[src/rtl/coeff_token_enc_neg2.sv]
// coeff_token_enc_neg2: CAVLC coeff_token encoder for the nC = -2 table
// (chroma DC, 4:2:2). It accepts one (TotalCoeff, TrailingOnes) symbol per
// handshake, looks up the codeword, and sends it MSB-first, one bit per
// BitValid/BitReady handshake. An illegal symbol is consumed and raises Err.
module coeff_token_enc_neg2 #(
    parameter int CNT_W      = 16,
    parameter bit ERR_STICKY = 1'b0
) (
    input  logic             Clk,
    input  logic             nReset,
    input  logic             InValid,
    output logic             InReady,
    input  logic [4:0]       TotalCoeff,
    input  logic [1:0]       TrailingOnes,
    output logic             BitOut,
    output logic             BitValid,
    input  logic             BitReady,
    output logic             LastBit,
    output logic             Busy,
    output logic             Err,
    output logic [CNT_W-1:0] BitCount
);

    typedef enum logic {
        IDLE  = 1'b0,
        SHIFT = 1'b1
    } state_t;

    localparam logic [CNT_W-1:0] CNT_ONE = {{(CNT_W-1){1'b0}}, 1'b1};

    state_t           state_q, state_d;
    logic [12:0]      shreg_q, shreg_d;
    logic [3:0]       rem_q, rem_d;
    logic             bit_valid_q, bit_valid_d;
    logic             err_q, err_d;
    logic [CNT_W-1:0] bit_count_q, bit_count_d;

    logic             sym_legal;
    logic [3:0]       code_len;
    logic [12:0]      code_val;
    logic [12:0]      code_aligned;

    // Codeword ROM: right-aligned value and length for every legal symbol.
    // NOTE: every combinational output gets a default before the case so no
    // path leaves it unassigned (otherwise a latch is inferred).
    always_comb begin
        code_val  = 13'd0;
        code_len  = 4'd0;
        sym_legal = (TotalCoeff <= 5'd8) && ({3'b000, TrailingOnes} <= TotalCoeff);
        case ({TotalCoeff[3:0], TrailingOnes})
            {4'd0, 2'd0}: begin code_val = 13'd1;  code_len = 4'd1;  end
            {4'd1, 2'd0}: begin code_val = 13'd15; code_len = 4'd7;  end
            {4'd1, 2'd1}: begin code_val = 13'd1;  code_len = 4'd2;  end
            {4'd2, 2'd0}: begin code_val = 13'd14; code_len = 4'd7;  end
            {4'd2, 2'd1}: begin code_val = 13'd13; code_len = 4'd7;  end
            {4'd2, 2'd2}: begin code_val = 13'd1;  code_len = 4'd3;  end
            {4'd3, 2'd0}: begin code_val = 13'd7;  code_len = 4'd9;  end
            {4'd3, 2'd1}: begin code_val = 13'd12; code_len = 4'd7;  end
            {4'd3, 2'd2}: begin code_val = 13'd11; code_len = 4'd7;  end
            {4'd3, 2'd3}: begin code_val = 13'd1;  code_len = 4'd5;  end
            {4'd4, 2'd0}: begin code_val = 13'd6;  code_len = 4'd9;  end
            {4'd4, 2'd1}: begin code_val = 13'd5;  code_len = 4'd9;  end
            {4'd4, 2'd2}: begin code_val = 13'd10; code_len = 4'd7;  end
            {4'd4, 2'd3}: begin code_val = 13'd1;  code_len = 4'd6;  end
            {4'd5, 2'd0}: begin code_val = 13'd7;  code_len = 4'd10; end
            {4'd5, 2'd1}: begin code_val = 13'd6;  code_len = 4'd10; end
            {4'd5, 2'd2}: begin code_val = 13'd4;  code_len = 4'd9;  end
            {4'd5, 2'd3}: begin code_val = 13'd9;  code_len = 4'd7;  end
            {4'd6, 2'd0}: begin code_val = 13'd7;  code_len = 4'd11; end
            {4'd6, 2'd1}: begin code_val = 13'd6;  code_len = 4'd11; end
            {4'd6, 2'd2}: begin code_val = 13'd5;  code_len = 4'd10; end
            {4'd6, 2'd3}: begin code_val = 13'd8;  code_len = 4'd7;  end
            {4'd7, 2'd0}: begin code_val = 13'd7;  code_len = 4'd12; end
            {4'd7, 2'd1}: begin code_val = 13'd6;  code_len = 4'd12; end
            {4'd7, 2'd2}: begin code_val = 13'd5;  code_len = 4'd11; end
            {4'd7, 2'd3}: begin code_val = 13'd4;  code_len = 4'd10; end
            {4'd8, 2'd0}: begin code_val = 13'd7;  code_len = 4'd13; end
            {4'd8, 2'd1}: begin code_val = 13'd5;  code_len = 4'd12; end
            {4'd8, 2'd2}: begin code_val = 13'd4;  code_len = 4'd12; end
            {4'd8, 2'd3}: begin code_val = 13'd4;  code_len = 4'd11; end
            default:      begin code_val = 13'd0;  code_len = 4'd0;  end
        endcase
        // Left-align so the first codeword bit sits at shreg[12].
        code_aligned = code_val << (4'd13 - code_len);
    end

    // Next-state logic: accept/load in IDLE, shift one bit per handshake in SHIFT.
    always_comb begin
        state_d     = state_q;
        shreg_d     = shreg_q;
        rem_d       = rem_q;
        bit_count_d = bit_count_q;
        err_d       = ERR_STICKY ? err_q : 1'b0;
        case (state_q)
            IDLE: begin
                if (InValid) begin
                    if (sym_legal) begin
                        shreg_d = code_aligned;
                        rem_d   = code_len;
                        state_d = SHIFT;
                    end else begin
                        err_d = 1'b1;
                    end
                end
            end
            SHIFT: begin
                if (bit_valid_q && BitReady) begin
                    shreg_d     = {shreg_q[11:0], 1'b0};
                    rem_d       = rem_q - 4'd1;
                    bit_count_d = bit_count_q + CNT_ONE;
                    if (rem_q == 4'd1) begin
                        state_d = IDLE;
                    end
                end
            end
            default: state_d = IDLE;
        endcase
        bit_valid_d = (state_d == SHIFT);
    end

    // State and datapath registers; reset aborts any codeword in flight.
    // NOTE: sequential state uses non-blocking assignments so every flop
    // samples the pre-edge values, independent of statement order.
    always_ff @(posedge Clk or negedge nReset) begin
        if (!nReset) begin
            state_q     <= IDLE;
            shreg_q     <= 13'd0;
            rem_q       <= 4'd0;
            bit_valid_q <= 1'b0;
            err_q       <= 1'b0;
            bit_count_q <= '0;
        end else begin
            state_q     <= state_d;
            shreg_q     <= shreg_d;
            rem_q       <= rem_d;
            bit_valid_q <= bit_valid_d;
            err_q       <= err_d;
            bit_count_q <= bit_count_d;
        end
    end

    assign InReady  = (state_q == IDLE);
    assign Busy     = (state_q == SHIFT);
    assign LastBit  = (state_q == SHIFT) && (rem_q == 4'd1);
    assign BitOut   = shreg_q[12];
    assign BitValid = bit_valid_q;
    assign Err      = err_q;
    assign BitCount = bit_count_q;

endmodule

[config.mk]
export PLATFORM = sky130hd
export DESIGN_NAME = coeff_token_enc_neg2
export DESIGN_NICKNAME = d
export VERILOG_FILES = /design/src/rtl/coeff_token_enc_neg2.sv
export SDC_FILE = /design/constraint.sdc
export NUM_CORES = 1
export LEC_CHECK = 0
export CAP_MARGIN = 20
export CORE_MARGIN = 5
export CORE_UTILIZATION = 40
export DETAILED_ROUTE_END_ITERATION = 10
export GPL_ROUTABILITY_DRIVEN = 0
export PLACE_DENSITY = 0.58
export SYNTH_ARGS = -nofsm -noshare
export SYNTH_HDL_FRONTEND = slang
export SYNTH_SLANG_ARGS = --single-unit
[constraint.sdc]
create_clock -name Clk -period 4.2 [get_ports Clk]
set_input_delay 0.84 -clock Clk [delete_from_list [all_inputs] [get_ports Clk]]
set_output_delay 0.84 -clock Clk [all_outputs]
set_load 0.02 [all_outputs]
# Word level (Yosys, flattened, before mapping)
# Memory sizes are Yosys's and may differ from the RTL's.
# Index checks and enable logic that the tools add are counted.
dict set report op_classes {
  n_addsub 3
  order_cmp 2
  eq_ne 4
  shift 1
  n_mux 16
  n_bitwise 1
  n_reduce_logical 5
}
# cell count
set ops {}
lappend ops {{$mux W13} 3}
lappend ops {{$pmux W13 S2} 1}
lappend ops {{$add A16 B1 Y16 const B} 1}
lappend ops {{$shl A13 B4 Y13} 1}
lappend ops {{$mux W4} 3}
lappend ops {{$pmux W4 S2} 1}
lappend ops {{$mux W1} 7}
lappend ops {{$le A2 B5 Y1} 1}
lappend ops {{$le A5 B4 Y1 const B} 1}
lappend ops {{$eq A4 B1 Y1 const B} 1}
lappend ops {{$ne A2 B1 Y1 const B} 2}
lappend ops {{$sub A4 B1 Y4 const B} 1}
lappend ops {{$sub A4 B4 Y4 const A} 1}
lappend ops {{$logic_and A1 B1 Y1} 3}
lappend ops {{$reduce_and A3 Y1} 1}
lappend ops {{$ne A2 B2 Y1 const B} 1}
lappend ops {{$pmux W1 S2} 1}
lappend ops {{$reduce_and A2 Y1} 1}
lappend ops {{$not A1 Y1} 1}
dict set report totals {
  ff_bits 35
  romBits 512
  mem_count 1
}
# memory words width rd rd_ports_with_merged_regs wr line_no
set memory_table {}
lappend memory_table {{(name not given)} 64 8 1 0 0 50} ;# case ({TotalCoeff[3:0], TrailingOnes})

# Longest topological paths before layout
# Gate-level depths: netlist (run 1).
# An unclocked memory read counts as a cell.
dict set report depth {
  ltp_word 6
  mapped_depth 13
  ltp_nobuf 12
}

# Worst setup path before layout (run 1)
# No wires, ideal clock.
dict set report synth_path {
  path_kind {input-to-reg}
  start {in TrailingOnes[1]}
  end {reg shreg_q[5]}
  arrival_ns 3.000
  setup_slack_ns 1.074
  stages 13
  path_buffers 1
  cell_sequence {buf_2 inv_1 ha_1 nor2b_1 a21oi_1 o211ai_1 o21ai_0 o22ai_1 ha_1 inv_1 nor2_1 and4_1 o32a_1}
}
dict set report synth_via {
  elab_chain_cells 6
}
# element line_no
set synth_rtl {}
lappend synth_rtl {{start, declared} 14} ;# input logic [1:0] TrailingOnes,
lappend synth_rtl {{$mem_v2 Z64 W8} n/a}
lappend synth_rtl {{$sub A4 B4 Y4} 84} ;# code_aligned = code_val << (4'd13 - code_len);
lappend synth_rtl {{$shl A13 B4 Y13} 84}
lappend synth_rtl {{$mux W13} 97} ;# if (sym_legal) begin
lappend synth_rtl {{$mux W13} 96} ;# if (InValid) begin
lappend synth_rtl {{$pmux W13 S2} 94} ;# case (state_q)
lappend synth_rtl {{end signal, assigned} 134} ;# shreg_q <= shreg_d;
lappend synth_rtl {{end, declared} 32} ;# logic [12:0] shreg_q, shreg_d;
# Parallel ways exist; a longest one is shown, timed or not. The select of a mux whose other input is x is not followed.
# A chain may end at the register's enable or synchronous reset.

# Worst setup path after layout (run 1)
dict set report layout_path {
  start {in TrailingOnes[0]}
  end {reg shreg_q[4]}
}
# The elaborated chain is that of the path after synthesis.

==> run_results.csv, run 1 <==
group,metric,value,unit
power_and_ir_drop,p_leak,1.325,nW
synthesis,syn-cell-area,2633,um2
floorplanning,die_h,91.13,um
synthesis,synthTopCellsByCount,"dfrtp_1 (35), nor2_1 (23), nand2_1 (22), nand3_1 (17)",
global_routing,grt_pass1_wl,11210,um
routing,num_vias,2337,
setup_path,critical_path_class,"primary input to flop",
timing,hold_viol_final,0,
routing,wl_met1,3009,um
hold_path,holdPathEnd,"BitCount[15]",
clocking,post_cts_resized,0,
timing,clock_skew,10.66,ps
routing,routed_wirelength,6420,um
synthesis,ys_async_sr_fraction,100.0,%
synthesis,yosys_register_bits,35,
routing,drt-initial-drc-count,153,
setup_path,path_cells,"clkdlybuf4s50_1 > inv_1 > ha_1 > nor2b_1 > o21ai_0 > a32oi_1 > inv_1 > ha_1 > inv_1 > nor2_1 > a221oi_1 > o31ai_1",
run_status,status,"completed",
synthesis,synth.avg_cell_area,8.924,um2
routing,top_layer,"met4",
finish,final_net_count,353,
power_and_ir_drop,max-vdd-ir-drop,0.2437,mV
floorplanning,start_util,41.22,%
setup_path,cp.arrival,3830,ps
setup_path,end_kind,"flop",
setup_path,critical_path.max_fanout,7,
global_routing,grt_max_degree,36,
routing,wl_per_cell,15.81,um
floorplanning,rows,29,
flow_run,cap_violations,0,
timing,slew_violations,0,
placed_design,dpl.hpwl,4742,um
hold_path,hold_depth,1,
synthesis,synthTopCellsByArea,"dfrtp_1 (33%), ha_1 (6.2%), nor2_1 (3.3%)",
hold_path,hold_path_class,"flop to flop",
clocking,clk_path_buf_depth,2,
clocking,clkTransAtPathRegs,80,ps
clocking,postCtsSetupRepairBufs,0,
setup_path,cp-start-kind,"primary input",
clocking,cts_sinks,35,
timing,tns,0,ps
synthesis,yosysMostFrequentCell,"dfrtp_1",
setup_path,rr_startpoint,"BitValid",
synthesis,synth_edf_count,0,
routing,via_per_inst,5.756,
timing,fin_ws,530.4,ps
global_routing,grt_pass1_vias,2286,
routing,drcViolationCount,0,
finish,drive_gt1_share,10.03,%
synthesis,syn_inst,295,
synthesis,synth_cell_types,63,
synthesis,synth_top_area_share,33.27,%
power_and_ir_drop,powerDensity,468.6,nW/um2
setup_path,critical-path-top-delay-family,"buffers and inverters",
timing,timing.fmax,272.5,MHz
routing,postRouteAntennaNets,0,
routing,wl_met3,325,um
clocking,htreeDepth,2,
clocking,clockRootBuffer,"clkbuf_8",
clocking,cts_tree,"done",
global_routing,antenna_found_initial,0,
clocking,cts_buffers,5,
synthesis,synth_nets,319,
setup_path,critPathMaxStageDelay,590,ps
setup_path,path_buf_inv,4,
routing,drt-pass1-iter-count,4,
setup_path,reg2reg_depth,6,
routing,met2_length,2928,um
timing,fin_crit,3670,ps
placed_design,port_buffers,32,
placed_design,pre_cts_ws,263.0,ps
synthesis,yosysSeqAreaShare,33.27,%
synthesis,yosys_most_used_dff,"dfrtp_1",
clocking,cts_hold_buffers,0,
floorplanning,num_io_pins,33,
setup_path,required,4360,ps
synthesis,ys_warn_count,0,
timing,tightest_slew,706.8,ps
timing,setup_viol_count_final,0,
setup_path,r2r_slack,1740,ps
floorplanning,core_area,6386,um2
finish,area_growth,19.39,%
floorplanning,die-area,8304,um2
global_routing,grt-ovfl-total,0,
timing,finalCritPeriodShare,87.37,%
global_routing,track_usage,16.10,%
setup_path,crit_top_cell,"inv_1",
setup_path,critPathSlowestCell,"clkdlybuf4s50_1",
synthesis,synth_top_area_cell,"dfrtp_1",
hold_path,hp-start,"BitCount[15]",
clocking,clk_latency,280,ps
timing,relSlewSlack,52.88,%
setup_path,worstReg2RegEnd,"BitCount[13]",
timing,rsz0062_at_grt,"false",
floorplanning,die_width,91.13,um
finish,diodes,0,
-- per-layer routing --
metal	global-route usage, %	vias to the layer above
met1	22.20	1091
met2	25.30	84
li1	-	1147
met5	0	-
met3	2.727	15
met4	5.990	0
-- worst max-delay path by stage --
stage / cells after the start / end / startpoint
finish: 12 / shreg_q[4] / TrailingOnes[0]
global route: 13 / shreg_q[12] / TrailingOnes[0]
CTS: 13 / shreg_q[4] / TrailingOnes[0]
detailed placement: 12 / shreg_q[4] / TrailingOnes[0]
global placement: 13 / shreg_q[4] / TrailingOnes[0]
floorplan: 13 / shreg_q[5] / TrailingOnes[1]
-- sequential cells by signal, summed over array words and instances, names as in the netlist --
name / flops
BitValid: 1
Err: 1
shreg_q: 13
BitCount: 16
rem_q: 4
-- kinds of logic (layout without fill, tap and decap cells) --
| logic type | Yosys count | after routing | synth area share [%] |
|---|---|---|---|
| AO/OA/AOI/OAI | 79 | 79 | 23.05 |
| XOR/XNOR | 17 | 17 | 5.941 |
| adder cells (fa/ha/maj) | 13 | 13 | 6.179 |
| buffers and inverters | 32 | 66 | 5.893 |
| flip-flops | 35 | 35 | 33.27 |
| multiplexers | 8 | 8 | 3.184 |
| AND/OR/NAND/NOR | 111 | 111 | 22.48 |
-- cell usage in the layout, fill, tap and decap left out, types with 3 or more instances in the layout --
master,count
o31ai_1,3
a21oi_1,12
inv_1,14
nor2_1,23
nand4_1,5
a31oi_1,9
buf_4,12
ha_1,13
clkbuf_8,5
nor2b_1,8
clkdlybuf4s50_1,32
or3_1,4
a211oi_1,4
o21ai_0,14
nand2_1,22
nand3_1,17
xnor2_1,9
mux2i_1,5
xor2_1,7
and3_1,7
a221oi_1,3
nand2b_1,8
dfrtp_1,35
o211ai_1,4
nor3_1,4
-- layout make-up --
type | instances | area, um2
clock inverter | 1 | 30.03
fill | 610 | 3243
inverter | 15 | 56.30
clock buffer | 6 | 72.57
timing repair buffer | 44 | 410.4
tap | 77 | 96.34
sequential | 35 | 875.8
multi-input combinational | 228 | 1602
-- where the power goes --
group	internal, mW	switching [mW]	leakage (nW)
logic	0.291	0.332	0.839
clock network	0.174	0.119	0.0513
registers	0.447	0.110	0.435
total	0.912	0.561	1.33
-- through the flow --
step / cells / instance area, um2 / hold WS [ps] / total power [mW] / utilization (%)
after global routing: 406 / 3143 / 505.1 / 1.582 / 49.22
final: 406 / 3143 / 465.9 / 1.473 / 49.22
after detailed placement: 399 / 3040 / 456.5 / 1.191 / 47.61
after floorplan: 295 / 2633 / 447.2 / 0.9704 / -
after CTS: 406 / 3143 / 470.2 / 1.483 / 49.22
after global placement: 399 / 3040 / 456.6 / 1.183 / 47.61
No activity file was read; power rests on OpenSTA's default activity.
==> inputs of run 2 (changes only) <==
CORE_MARGIN = not set   (was 5)
CTS_CLUSTER_DIAMETER = 150   (was not set)
clock period = 3.7 ns   (was 4.2 ns; I/O delays follow)
==> run_results.csv, run 2 (synthesis gave the netlist of run 1 again) <==
group,metric,value,unit
run_status,status,"completed",
setup_path,required,3860,ps
finish,drive_gt1_share,13.99,%
power_and_ir_drop,p_leak,1.390,nW
setup_path,end_kind,"flop",
finish,multi_input_area,1602,um2
routing,drcViolationCount,0,
timing,clock_skew,10.74,ps
routing,num_vias,2378,
finish,area_growth,22.81,%
floorplanning,rows,29,
timing,tns,0,ps
finish,diodes,0,
timing,rsz0062_at_grt,"false",
power_and_ir_drop,powerDensity,507.3,nW/um2
timing,fin_crit,3389,ps
finish,largest_register_ffs,16,
timing,hold_viol_final,0,
finish,final_net_count,367,
floorplanning,num_io_pins,33,
setup_path,cp-start-kind,"primary input",
routing,wl_per_cell,15.14,um
finish,ff_latch_area,875.8,um2
finish,most-common-layout-cells,"dfrtp_1 (35), clkdlybuf4s50_1 (32), buf_4 (26)",
flow_run,cap_violations,0,
timing,timing.fmax,295.0,MHz
clocking,postCtsSetupRepairBufs,0,
timing,finalCritPeriodShare,91.60,%
setup_path,critical_path.max_fanout,13,
power_and_ir_drop,power,1.640,mW
finish,final_common_cell,"dfrtp_1",
timing,relSlewSlack,63.88,%
global_routing,grt-ovfl-total,0,
finish,final_cells,420,
global_routing,grt_pass1_vias,2371,
placed_design,placed_cells,413,
global_routing,grt_pass1_wl,11250,um
routing,postRouteAntennaNets,0,
clocking,htreeDepth,2,
floorplanning,die-area,6910,um2
placed_design,port_buffers,32,
global_routing,antenna_found_initial,0,
global_routing,track_usage,19.71,%
clocking,clk_path_buf_depth,2,
setup_path,cp.arrival,3550,ps
clocking,cts_tree,"done",
timing,slew_violations,0,
clocking,clk_latency,280,ps
routing,drt-pass1-iter-count,4,
routing,via_per_inst,5.662,
setup_path,critical_path_class,"primary input to flop",
timing,setup_viol_count_final,0,
global_routing,grt_max_degree,36,
clocking,cts_buffers,5,
floorplanning,die_width,83.13,um
placed_design,postPlaceCellArea,3146,um2
timing,tightest_slew,540.8,ps
power_and_ir_drop,max-vdd-ir-drop,0.2764,mV
floorplanning,die_h,83.13,um
finish,design_area,3233,um2
floorplanning,core_area,6350,um2
routing,routed_wirelength,6360,um
clocking,cts_hold_buffers,0,
clocking,clockRootBuffer,"clkbuf_8",
finish,fillers,607,
clocking,post_cts_resized,0,
placed_design,dpl.hpwl,4738,um
finish,utilization,50.92,%
floorplanning,start_util,41.46,%
hold_path,hold_path_class,"flop to flop",
clocking,cts_sinks,35,
clocking,clkTransAtPathRegs,70,ps
routing,drt-initial-drc-count,151,
run 2: changes by cell type in the layout (fill, tap and decap cells not counted):
cell / previous run / this run
buf_4: 12 / 26
bufinv_16: 1 / 0
clkbuf_1: 1 / 0
clkbuf_8: 5 / 6
clkinv_2: 0 / 1
run 2: cell type report:
type / instances / share of cell area, %
Multi-Input combinational cell: 228 / 49.54
Sequential cell: 35 / 27.09
Timing Repair Buffer: 58 / 15.94
Tap cell: 77 / 2.980
Clock buffer: 6 / 2.554
Inverter: 15 / 1.741
Clock inverter: 1 / 0.1548
run 2: power breakdown:
part / internal, mW / leakage, nW / total (mW) / switching [mW]
combinational: 0.350 / 0.907 / 0.746 / 0.395
clock: 0.146 / 0.0470 / 0.278 / 0.132
sequential: 0.508 / 0.435 / 0.617 / 0.109
total: 1.00 / 1.39 / 1.64 / 0.636
run 2: stage by stage:
| stage | setup WS (ps) | hold WS, ps |
|---|---|---|
| 6_report | 310.7 | 464.9 |
| 5_1_grt | 57.12 | 483.0 |
| 4_1_cts | 331.0 | 469.9 |
| 3_5_place_dp | 51.74 | 456.3 |
| 3_3_place_gp | 89.28 | 455.9 |
| 2_1_floorplan | 674.4 | 444.4 |
run 2: final timing paths:
check,startpoint,end,slack (ps),depth (start not counted)
setup / recovery,TrailingOnes[1],shreg_q[4],310,12
hold / removal,BitCount[15],BitCount[15],460,1
setup reg to reg,BitValid,BitCount[13],1590,6
hold reg to reg,BitCount[15],BitCount[15],460,1
max in group asynchronous,nReset,rem_q[0],2510,2
min in group asynchronous,nReset,shreg_q[4],870,2
run 2: metal layers:
layer	wire [um]	track usage (%)	vias up	share of wire [%]
li1	-	-	1180	-
met1	2852	24.53	1135	45
met2	3193	35.17	54	50
met3	203	2.386	9	3.2
met4	110	6.583	0	1.7
met5	0	0	-	0
run 2: critical path, stage by stage:
cell	delay (ps)
clkdlybuf4s50_1	470
buf_4	200
ha_1	340
a21oi_1	110
o211ai_1	180
o21ai_0	120
o22ai_1	240
ha_1	290
inv_1	180
nor2_1	90
a221oi_1	450
o31ai_1	130
==> inputs of run 3 (changes only) <==
SLEW_MARGIN = 25   (was not set)
==> results of run 3 <==
No change in the layout: final DEF, timing and power equal those of run 2.
